**src/rtl/reg_writeback_queue.sv**
```systemverilog
// Register write-back queue: circular FIFO merging load and ALU results into one RF write port.
// Optional pending-write forwarding lookup is compiled in when WB_FORWARD_EN is defined.
module reg_writeback_queue #(
  parameter int DEPTH = 4
) (
  input  logic                       clk,
  input  logic                       rst,
  input  logic                       memValid,
  input  logic [4:0]                 memAddr,
  input  logic [31:0]                memData,
  input  logic                       aluValid,
  input  logic [4:0]                 aluAddr,
  input  logic [31:0]                aluData,
  output logic                       ready,
  output logic                       writeS,
  output logic [4:0]                 address3,
  output logic [31:0]                writeData,
  input  logic [4:0]                 fwdAddr,
  output logic                       fwdHit,
  output logic [31:0]                fwdData,
  output logic [$clog2(DEPTH):0]     count
);
  localparam int AW = $clog2(DEPTH);
  localparam int CW = AW + 1;

  logic [AW-1:0] r_head;
  logic [AW-1:0] r_tail;
  logic [CW-1:0] r_count;
  logic [4:0]    r_addr [DEPTH];
  logic [31:0]   r_data [DEPTH];

  logic          w_ready;
  logic          w_mem_st;
  logic          w_alu_st;
  logic          w_deq;
  logic [AW-1:0] w_alu_ptr;

  assign w_ready   = (r_count <= CW'(DEPTH - 2));
  // Writes to r0 complete the handshake but are never stored.
  assign w_mem_st  = memValid && w_ready && (memAddr != 5'd0);
  assign w_alu_st  = aluValid && w_ready && (aluAddr != 5'd0);
  assign w_deq     = (r_count != '0);
  assign w_alu_ptr = r_tail + AW'(w_mem_st);

  always_ff @(posedge clk or negedge rst) begin
    if (!rst) begin
      r_head  <= '0;
      r_tail  <= '0;
      r_count <= '0;
    end else begin
      if (w_deq) r_head <= r_head + AW'(1);
      r_tail  <= r_tail + AW'(w_mem_st) + AW'(w_alu_st);
      r_count <= r_count + CW'(w_mem_st) + CW'(w_alu_st) - CW'(w_deq);
    end
  end

  // Entry storage carries no reset; validity is defined solely by head/count.
  always_ff @(posedge clk) begin
    if (w_mem_st) begin
      r_addr[r_tail] <= memAddr;
      r_data[r_tail] <= memData;
    end
    if (w_alu_st) begin
      r_addr[w_alu_ptr] <= aluAddr;
      r_data[w_alu_ptr] <= aluData;
    end
  end

  assign ready     = w_ready;
  assign count     = r_count;
  assign writeS    = w_deq;
  assign address3  = w_deq ? r_addr[r_head] : 5'd0;
  assign writeData = w_deq ? r_data[r_head] : 32'd0;

`ifdef WB_FORWARD_EN
  logic          w_fwd_hit;
  logic [31:0]   w_fwd_data;
  logic [AW-1:0] w_idx;

  // Scan oldest to youngest so the last match seen is the youngest.
  always_comb begin
    w_fwd_hit  = 1'b0;
    w_fwd_data = 32'd0;
    w_idx      = '0;
    if (fwdAddr != 5'd0) begin
      for (int i = 0; i < DEPTH; i++) begin
        w_idx = r_head + AW'(i);
        if ((CW'(i) < r_count) && (r_addr[w_idx] == fwdAddr)) begin
          w_fwd_hit  = 1'b1;
          w_fwd_data = r_data[w_idx];
        end
      end
    end
  end

  assign fwdHit  = w_fwd_hit;
  assign fwdData = w_fwd_data;
`else
  logic w_unused_fwd;
  assign w_unused_fwd = ^fwdAddr;
  assign fwdHit  = 1'b0;
  assign fwdData = 32'd0;
`endif

endmodule

```
**config.mk**
```make
export PLATFORM = sky130hd
export DESIGN_NAME = reg_writeback_queue
export DESIGN_NICKNAME = d
export VERILOG_FILES = /design/src/rtl/reg_writeback_queue.sv
export SDC_FILE = /design/constraint.sdc
export NUM_CORES = 1
export LEC_CHECK = 0
export CAP_MARGIN = 20
export CORE_MARGIN = 10
export CORE_UTILIZATION = 43
export CTS_CLUSTER_DIAMETER = 40
export CTS_CLUSTER_SIZE = 12
export DETAILED_ROUTE_END_ITERATION = 10
export PLACE_DENSITY = 0.68
export SYNTH_ARGS = -nofsm -noshare
export SYNTH_HDL_FRONTEND = slang
export SYNTH_SLANG_ARGS = --single-unit
```
**constraint.sdc**
```tcl
create_clock -name clk -period 7.95 [get_ports clk]
set_input_delay 1.59 -clock clk [delete_from_list [all_inputs] [get_ports clk]]
set_output_delay 1.59 -clock clk [all_outputs]
set_load 0.01 [all_outputs]
```
# == Yosys cells after proc, flatten, opt, wreduce, memory -nomap -nowiden ==
# Memory sizes are Yosys's and may differ from the RTL's.
# Index checks and enable logic that the tools add are counted.
# classes
n_addsub,6
magnitude_cmp,1
n_mux,6
n_reduce_logical,7
# ops
cell,count
$mux W32,1
$reduce_bool A5 Y1,2
$add A3 B1 Y3,2
$mux W5,1
$add A2 B1 Y2,2
$logic_and A1 B1 Y1,4
$mux W1,4
$le A3 B2 Y1 const B,1
$reduce_bool A3 Y1,1
$sub A3 B1 Y3,1
$add A2 B1 Y2 const B,1
# totals
register_bits,7
ramBits,148
in_bits,83
output_inout_bits,75
elab_cells,25
mem_count,2
# memory_table
memory,words,word_bits,rd,rd_ports_with_merged_regs,write_ports,line,text
r_data,4,32,1,0,2,30,logic [31:0] r_data [DEPTH];
r_addr,4,5,1,0,2,29,logic [4:0] r_addr [DEPTH];

# == Longest topological paths before layout ==
# Gate-level depths: netlist of run 1.
# depth
depth_word,6
ltp_mapped,11
mapped_depth_nobuf,9

# == Least setup slack after synthesis of run 1 ==
# OpenSTA, ideal clock, no wires.
# synth_path
path_type,in2reg
from,input port memAddr[1]
to,"memory r_addr[2][0], enable pin"
setup_ps,439
arrival_time_ps,4446
required_time_ps,7511
setup_slack_ps,3065
cell_stages,9
n_path_buf,2
cell_sequence,or4_1 > o211ai_1 > inv_1 > ha_1 > nand2b_1 > nor3_1 > buf_6 > buf_6 > o21bai_1
# synth_rtl
item,line,text
"start, declared",9,"input logic [4:0] memAddr,"
"end, declared",29,

==> flow_summary.json, run 1 <==
{
  "status": "finished clean",
  "final_area_sq_um": 10100,
  "max-clock-path-buffers": 2,
  "cts_htree_levels": 4,
  "hold_viol": 0,
  "cts_setup_buffers": 0,
  "post-place-ws_ns": 2.24,
  "grt_setup_unrepaired": "false",
  "max_cap_viol_count": 0,
  "min_period_ns": 4.80,
  "vias_per_cell": 5.32,
  "tns_ns": 0,
  "syn_to_final_growth_pct": 23.5,
  "dr.pass1.iters": 4,
  "crit_type": "in2reg",
  "port_buffers": 119,
  "post-route-drc-count": 0,
  "slew_violations": 0,
  "cts_buffers": 17,
  "synth_cell_types": 29,
  "synth-compound-area-share": 0.00706,
  "tightest_slew_ns": 0.960,
  "wl_per_cell_um": 22.6,
  "drive_gt1_frac": 0.384,
  "cts_tree": "done",
  "place_hpwl_um": 11700,
  "die_x_um": 158,
  "synth_edf_count": 148,
  "grt_antenna_before_repair": 1,
  "num_rows": 50,
  "vias": 4513,
  "routabilityCongestion": 0.702,
  "core_sq_um": 18700,
  "end_kind": "flip-flop",
  "grt_pass1_vias": 5179,
  "io_pins": 158,
  "multiInputGateArea_sq_um": 3240,
  "maxSlewHeadroom": 0.359,
  "synth-simple-area-share": 0.0411,
  "powerDensity_nw_per_um2": 367,
  "yosysSeqAreaShare": 0.567,
  "dieArea_sq_um": 24900,
  "ys_ff_latch": 155,
  "clock-sinks": 155,
  "ctsHoldBuffers": 0,
  "skew_ns": 0.0130,
  "nNetsFinal": 691,
  "whs_ns": 0.739,
  "clk_latency_ns": 0.42,
  "post-route-period-util": 0.604,
  "async_flop_share": 0.0452,
  "clkTransAtPathRegs_ns": 0.06,
  "register_area_sq_um": 4620,
  "ant_nets": 0,
  "grt-ovfl-total": 0,
  "grt_pass1_wl_um": 29300,
  "max_freq_mhz": 208,
  "synth_ff_type": "edfxtp_1",
  "synth_xor_area_frac": 0.00645,
  "synthesis.area_sq_um": 8150,
  "cp_max_fo": 37,
  "die_h_um": 158,
  "initial_core_util": 0.436,
  "peakVddDrop_mv": 0.190,
  "placed_area_sq_um": 9440,
  "synth_mux_area_frac": 0.309,
  "hold_class": "reg2reg",
  "fin_ws_ns": 3.15,
  "start_kind": "input port",
  "synthCells": 483,
  "yosysWarnings": 0,
  "post_cts_resized": 0,
  "grt_max_degree": 42,
  "crit_required_ns": 8.11,
  "synthAdderAreaFrac": 0.0111,
  "synth.avg_cell_area_sq_um": 16.9,
  "drt_wl_total_um": 19200,
  "drt_iter0_markers": 208,
  "n_antenna_cell": 0,
  "leakagePower_nw": 3.39,
  "fill_cells": 1478,
  "synth_top_family_by_area": "multiplexers",
  "setup_viol": 0,
  "track_usage": 0.160,
  "total_power_mw": 3.70,
  "crit_arrival_ns": 4.97,
  "cts_root_buffer": "clkbuf_16"
}
[cell usage in the layout (no fill, tap or decap), drive strengths merged, types with 3 or more instances in the layout]
cell           synthesis  layout
and2                  38      38
xnor2                  4       4
buf                   53      10
clkinv                 0      10
clkbuf                 8      17
edfxtp               148     148
conb                   1      33
nand2                  4       4
nor3                   4       4
bufinv                 0       4
ha                     4       4
clkdlybuf4s50          0     119
dfrtp                  7       7
nand2b                 3       3
o21bai                 4       4
inv                    7       7
mux4                  37      37
mux2                 148     148
[final cells by class]
type                            instances  share of cell area
Tap cell                              234              0.0291
Clock buffer                           17              0.0422
Sequential cell                       155               0.459
Inverter                                7             0.00261
Timing Repair Buffer                  129               0.127
Multi-Input combinational cell        292               0.322
Clock inverter                         14              0.0178
[logic make-up (layout without fill, tap and decap cells)]
group                      Yosys count  after routing
DFF                                155            155
and+or+nand+nor                     55             55
muxes                              185            185
buffers and inverters               68            167
adders and majority gates            6              6
xor gates and xnor gates             6              6
other                                1             33
AOI/OAI and AO/OA                    7              7
[synthesized netlist by cell type (all sizes together) (7+ instances only)]
library cell	n	area [sq um]
dfrtp	7	175
edfxtp	148	4440
buf	53	422
clkbuf	8	30.0
mux4	37	833
and2	38	238
mux2	148	1680
inv	7	26.3
[registers in the layout (all words and copies together), names as in the netlist]
| signal | cells |
|---|---|
| r_data | 128 |
| r_addr | 20 |
| count | 3 |
| r_head | 2 |
| r_tail | 2 |
[routing by layer]
metal / track usage / up-vias / routed length [um]
met5: 0 / - / 12
met4: 0.0543 / 2 / 102
met3: 0.0445 / 9 / 1620
met2: 0.272 / 161 / 9660
met1: 0.190 / 2290 / 7800
li1: - / 2051 / -
[final timing paths]
check | startpoint | endpoint | slack, ns | depth (start not counted)
worst max-delay path | memAddr[1] | r_data[0][20] | 3.15 | 10
worst min-delay path | count[1] | count[1] | 0.74 | 2
worst max register to register | count[1] | r_data[0][20] | 4.43 | 11
worst min register to register | count[1] | count[1] | 0.74 | 2
max in group asynchronous | rst | r_head[0] | 6.24 | 1
min in group asynchronous | rst | r_head[1] | 1.43 | 1
[critical path: stages]
cell and delay [ns]:
clkdlybuf4s50_1 0.49, or4_1 0.55, o211ai_1 0.33, buf_4 0.26, inv_1 0.06, ha_1 0.31, nand2b_1 0.19, nor3_2 0.17
buf_4 0.58, mux2_2 0.42
[through the flow]
| stage | instances | utilization |
|---|---|---|
| after global routing | 848 | 0.538 |
| after CTS | 846 | 0.537 |
| after global placement | 815 | 0.505 |
| after detailed placement | 815 | 0.505 |
| final | 848 | 0.538 |
| after floorplan | 515 | - |
[where the power goes]
group	switching [mW]	internal [mW]
Sequential	0.136	1.19
Clock	0.318	0.519
Combinational	0.693	0.844
Note: power is estimated with default switching activity, not from simulation.
==> inputs of run 2 (changes only) <==
==> constraint.sdc (replaced) <==
create_clock -name clk -period 4.7 [get_ports clk]
set_input_delay 0.94 -clock clk [delete_from_list [all_inputs] [get_ports clk]]
set_output_delay 0.94 -clock clk [all_outputs]
set_load 0.01 [all_outputs]
==> flow_summary.json, run 2 (synthesis gave the netlist of run 1 again) <==
{
  "status": "finished clean",
  "wl_per_cell_um": 23.0,
  "dr.pass1.iters": 4,
  "cts_setup_buffers": 0,
  "drt_wl_total_um": 19800,
  "clkTransAtPathRegs_ns": 0.06,
  "port_buffers": 119,
  "post_cts_resized": 0,
  "reg2reg_to": "r_addr[2][1]",
  "drt_iter0_markers": 178,
  "crit_required_ns": 4.87,
  "cp_max_fo": 12,
  "tightest_slew_ns": 0.902,
  "cts_buffers": 17,
  "peakVddDrop_mv": 0.316,
  "end_kind": "flip-flop",
  "largest_register": "r_data",
  "drive_gt1_frac": 0.396,
  "layout_commonest_cell": "edfxtp_1",
  "ctsHoldBuffers": 0,
  "hold_start": "count[1]",
  "hold_path_end": "count[1]",
  "layout_common_cells": "edfxtp_1, mux2_2, clkdlybuf4s50_1",
  "syn_to_final_growth_pct": 24.6,
  "max_freq_mhz": 262,
  "min_period_ns": 3.81,
  "finish.utilization": 0.543,
  "maxSlewHeadroom": 0.397,
  "worstHoldPathCells": 2,
  "r2r_slack_ns": 1.53,
  "crit_type": "in2reg",
  "r2r-start": "count[1]",
  "slew_violations": 0,
  "tns_ns": 0,
  "clock-sinks": 155,
  "cts_htree_levels": 4,
  "max_cap_viol_count": 0,
  "powerDensity_nw_per_um2": 619,
  "die_x_um": 158,
  "initial_core_util": 0.436,
  "clk_latency_ns": 0.42,
  "total_power_mw": 6.29,
  "leakagePower_nw": 3.43,
  "hold_viol": 0,
  "rr_worst_depth": 10,
  "grt_max_degree": 40,
  "place_hpwl_um": 12700,
  "start_kind": "input port",
  "core_sq_um": 18700,
  "grt_setup_unrepaired": "false",
  "setup_viol": 0,
  "crit_arrival_ns": 3.98,
  "dieArea_sq_um": 24900,
  "placed_area_sq_um": 9570,
  "die_h_um": 158,
  "grt_antenna_before_repair": 1,
  "nNetsFinal": 700,
  "cts_tree": "done",
  "largest_reg_flops": 128,
  "num_rows": 50,
  "n_antenna_cell": 0,
  "max-clock-path-buffers": 2,
  "final_area_sq_um": 10200,
  "grt_pass1_wl_um": 29900,
  "grt-ovfl-total": 0,
  "grt_pass1_vias": 5259,
  "skew_ns": 0.00710,
  "io_pins": 158,
  "vias": 4641,
  "routabilityCongestion": 0.715,
  "cts_root_buffer": "clkbuf_16",
  "track_usage": 0.161,
  "post-route-period-util": 0.811,
  "hold_class": "reg2reg",
  "vias_per_cell": 5.41,
  "post-route-drc-count": 0,
  "ant_nets": 0
}
## run 2: cell types whose count changed in the layout (fill, tap and decap cells not counted), sizes merged
cell	change
clkinv	-4
clkbuf	+3
bufinv	-1
buf	+9
clkinvlp	+3
## run 2: metal layers
layer / vias to the layer above / GRT usage / share of wire
li1: 2064 / - / -
met4: 2 / 0.0423 / 0.010
met2: 155 / 0.280 / 0.52
met1: 2395 / 0.191 / 0.40
met5: - / 0 / 0.00051
met3: 25 / 0.0440 / 0.073
## run 2: critical path, stage by stage
cell,delay [ns]
clkdlybuf4s50_1,0.49
or4_1,0.55
o211ai_1,0.32
inv_1,0.08
ha_1,0.22
xnor2_1,0.21
nor3_2,0.47
buf_4,0.33
mux2_2,0.36
## run 2: power by group
group | switching, mW | leakage (nW) | internal [mW]
combinational | 1.17 | 1.72 | 1.48
sequential | 0.258 | 1.43 | 2.01
clock | 0.534 | 0.277 | 0.831
total | 1.97 | 3.43 | 4.32
## run 2: per-stage QoR
stage | hold WS (ns) | std cells | worst slack, ns
6_report | 0.754 | 858 | 0.889
5_1_grt | 0.794 | 858 | 0.739
4_1_cts | 0.756 | 858 | 0.893
3_5_place_dp | 0.742 | 826 | 0.439
3_3_place_gp | 0.708 | 826 | 0.426
2_1_floorplan | 0.644 | 515 | 0.465
## run 2: how the worst max path moves through the flow
stage,startpoint,end,depth (start not counted)
floorplan,memAddr[1],r_addr[2][0],9
global placement,memAddr[1],r_data[2][27],9
detailed placement,memAddr[1],r_data[2][28],9
CTS,memAddr[1],r_addr[2][0],9
global route,memAddr[1],r_data[2][31],9
finish,memAddr[1],r_addr[2][1],9
## run 2: layout make-up
cell class / count / area (sq um)
clock buffer: 20 / 437
clock inverter: 12 / 149
fill: 1506 / 8550
inverter: 7 / 26.3
multi-input combinational: 292 / 3240
sequential: 155 / 4620
tap: 234 / 293
timing repair buffer: 138 / 1380
==> inputs of run 3 (changes only) <==
==> constraint.sdc (replaced) <==
create_clock -name clk -period 3.85 [get_ports clk]
set_input_delay 0.77 -clock clk [delete_from_list [all_inputs] [get_ports clk]]
set_output_delay 0.77 -clock clk [all_outputs]
set_load 0.01 [all_outputs]
==> flow_summary.json, run 3 (synthesis gave the netlist of run 1 again) <==
{
  "status": "finished clean",
  "clkTransAtPathRegs_ns": 0.06,
  "skew_ns": 0.00695,
  "place_hpwl_um": 13200,
  "max_cap_viol_count": 0,
  "reg2reg_to": "r_data[3][1]",
  "n_antenna_cell": 0,
  "peakVddDrop_mv": 0.432,
  "vias": 4723,
  "start_kind": "input port",
  "io_pins": 158,
  "slew_violations": 0,
  "rr_worst_depth": 10,
  "worstPathCellList": "clkdlybuf4s50_1 > or4_1 > o211ai_1 > inv_1 > ha_1 > xnor2_1 > nor3_2 > buf_4 > mux2_2",
  "grt_antenna_before_repair": 1,
  "ant_nets": 0,
  "hold_class": "in2async",
  "cts_setup_buffers": 0,
  "drt_wl_total_um": 20000,
  "setup_viol": 0,
  "clock-sinks": 155,
  "cts_root_buffer": "clkbuf_16",
  "num_rows": 50,
  "cts_buffers": 17,
  "hold_viol": 0,
  "crit_arrival_ns": 3.60,
  "core_sq_um": 18700,
  "max_stage_delay_ns": 0.53,
  "crit_slowest_cell": "or4_1",
  "drive_gt1_frac": 0.401,
  "clk_latency_ns": 0.43,
  "routabilityCongestion": 0.734,
  "layout_commonest_cell": "edfxtp_1",
  "layout_common_cells": "edfxtp_1, mux2_2, clkdlybuf4s50_1",
  "cp_max_fo": 20,
  "finalNonFillerCells": 868,
  "initial_core_util": 0.436,
  "drt_iter0_markers": 337,
  "wl_per_cell_um": 23.1,
  "maxSlewHeadroom": 0.651,
  "post-route-period-util": 0.889,
  "grt_max_degree": 33,
  "r2r_slack_ns": 0.79,
  "largest_register": "r_data",
  "die_x_um": 158,
  "leakagePower_nw": 3.50,
  "end_kind": "flip-flop",
  "grt-ovfl-total": 0,
  "dr.pass1.iters": 5,
  "placed_cells": 837,
  "largest_reg_flops": 128,
  "vias_per_cell": 5.44,
  "nNetsFinal": 711,
  "grt_pass1_wl_um": 30100,
  "ctsHoldBuffers": 0,
  "fin_ws_ns": 0.426,
  "grt_setup_unrepaired": "false",
  "port_buffers": 119,
  "grt_pass1_vias": 5141,
  "max-clock-path-buffers": 2,
  "total_power_mw": 7.69,
  "min_period_ns": 3.42,
  "crit_type": "in2reg",
  "whs_ns": 0.619,
  "post_cts_resized": 0,
  "dieArea_sq_um": 24900,
  "post-place-ws_ns": -0.0314,
  "cts_htree_levels": 4,
  "tightest_slew_ns": 0.522,
  "die_h_um": 158,
  "syn_to_final_growth_pct": 26.4,
  "post-route-drc-count": 0,
  "track_usage": 0.163,
  "cts_tree": "done",
  "crit_required_ns": 4.03,
  "crit_buf_inv": 3,
  "finish.utilization": 0.551,
  "cp_top_family": "buffers and inverters",
  "max_freq_mhz": 292,
  "r2r-start": "count[1]",
  "fill_cells": 1455,
  "powerDensity_nw_per_um2": 747
}
-- run 3: layer usage --
| metal | part of all wire | routed length, um | GRT usage |
|---|---|---|---|
| met1 | 0.43 | 8560 | 0.204 |
| met2 | 0.48 | 9650 | 0.268 |
| met3 | 0.080 | 1600 | 0.0559 |
| met4 | 0.011 | 212 | 0.0383 |
| met5 | 0.00040 | 8 | 0 |
-- run 3: worst max-delay path by stage --
| stage | start | to | slack, ns | cells after the start |
|---|---|---|---|---|
| floorplan | memAddr[1] | r_addr[2][0] | -0.21 | 9 |
| global placement | memAddr[2] | r_data[3][5] | 0.03 | 9 |
| global route | memAddr[2] | r_data[3][12] | 0.21 | 9 |
| finish | memAddr[2] | r_data[3][1] | 0.43 | 9 |
| CTS | r_head[0] | writeData[28] | 0.35 | 4 |
| detailed placement | memAddr[2] | r_data[3][1] | -0.03 | 9 |
-- run 3: cell type report --
cell class | count | area (sq um) | share of cell area
Sequential cell | 155 | 4620 | 0.449
Timing Repair Buffer | 149 | 1600 | 0.156
Multi-Input combinational cell | 292 | 3240 | 0.315
Tap cell | 234 | 293 | 0.0284
Clock inverter | 13 | 85.1 | 0.00826
Inverter | 7 | 26.3 | 0.00255
Clock buffer | 18 | 429 | 0.0416
-- run 3: stage by stage --
step | TNS [ns] | area [sq um]
2_1_floorplan | -29.39 | 8270
3_3_place_gp | 0 | 9790
3_5_place_dp | -0.547 | 9790
4_1_cts | 0 | 10300
5_1_grt | 0 | 10300
6_report | 0 | 10300
-- run 3: report_power, final --
part	switching [mW]	internal [mW]	total (mW)	leakage, nW
Sequential	0.227	2.45	2.68	1.43
Combinational	1.56	1.95	3.51	1.81
Clock	0.642	0.863	1.50	0.254
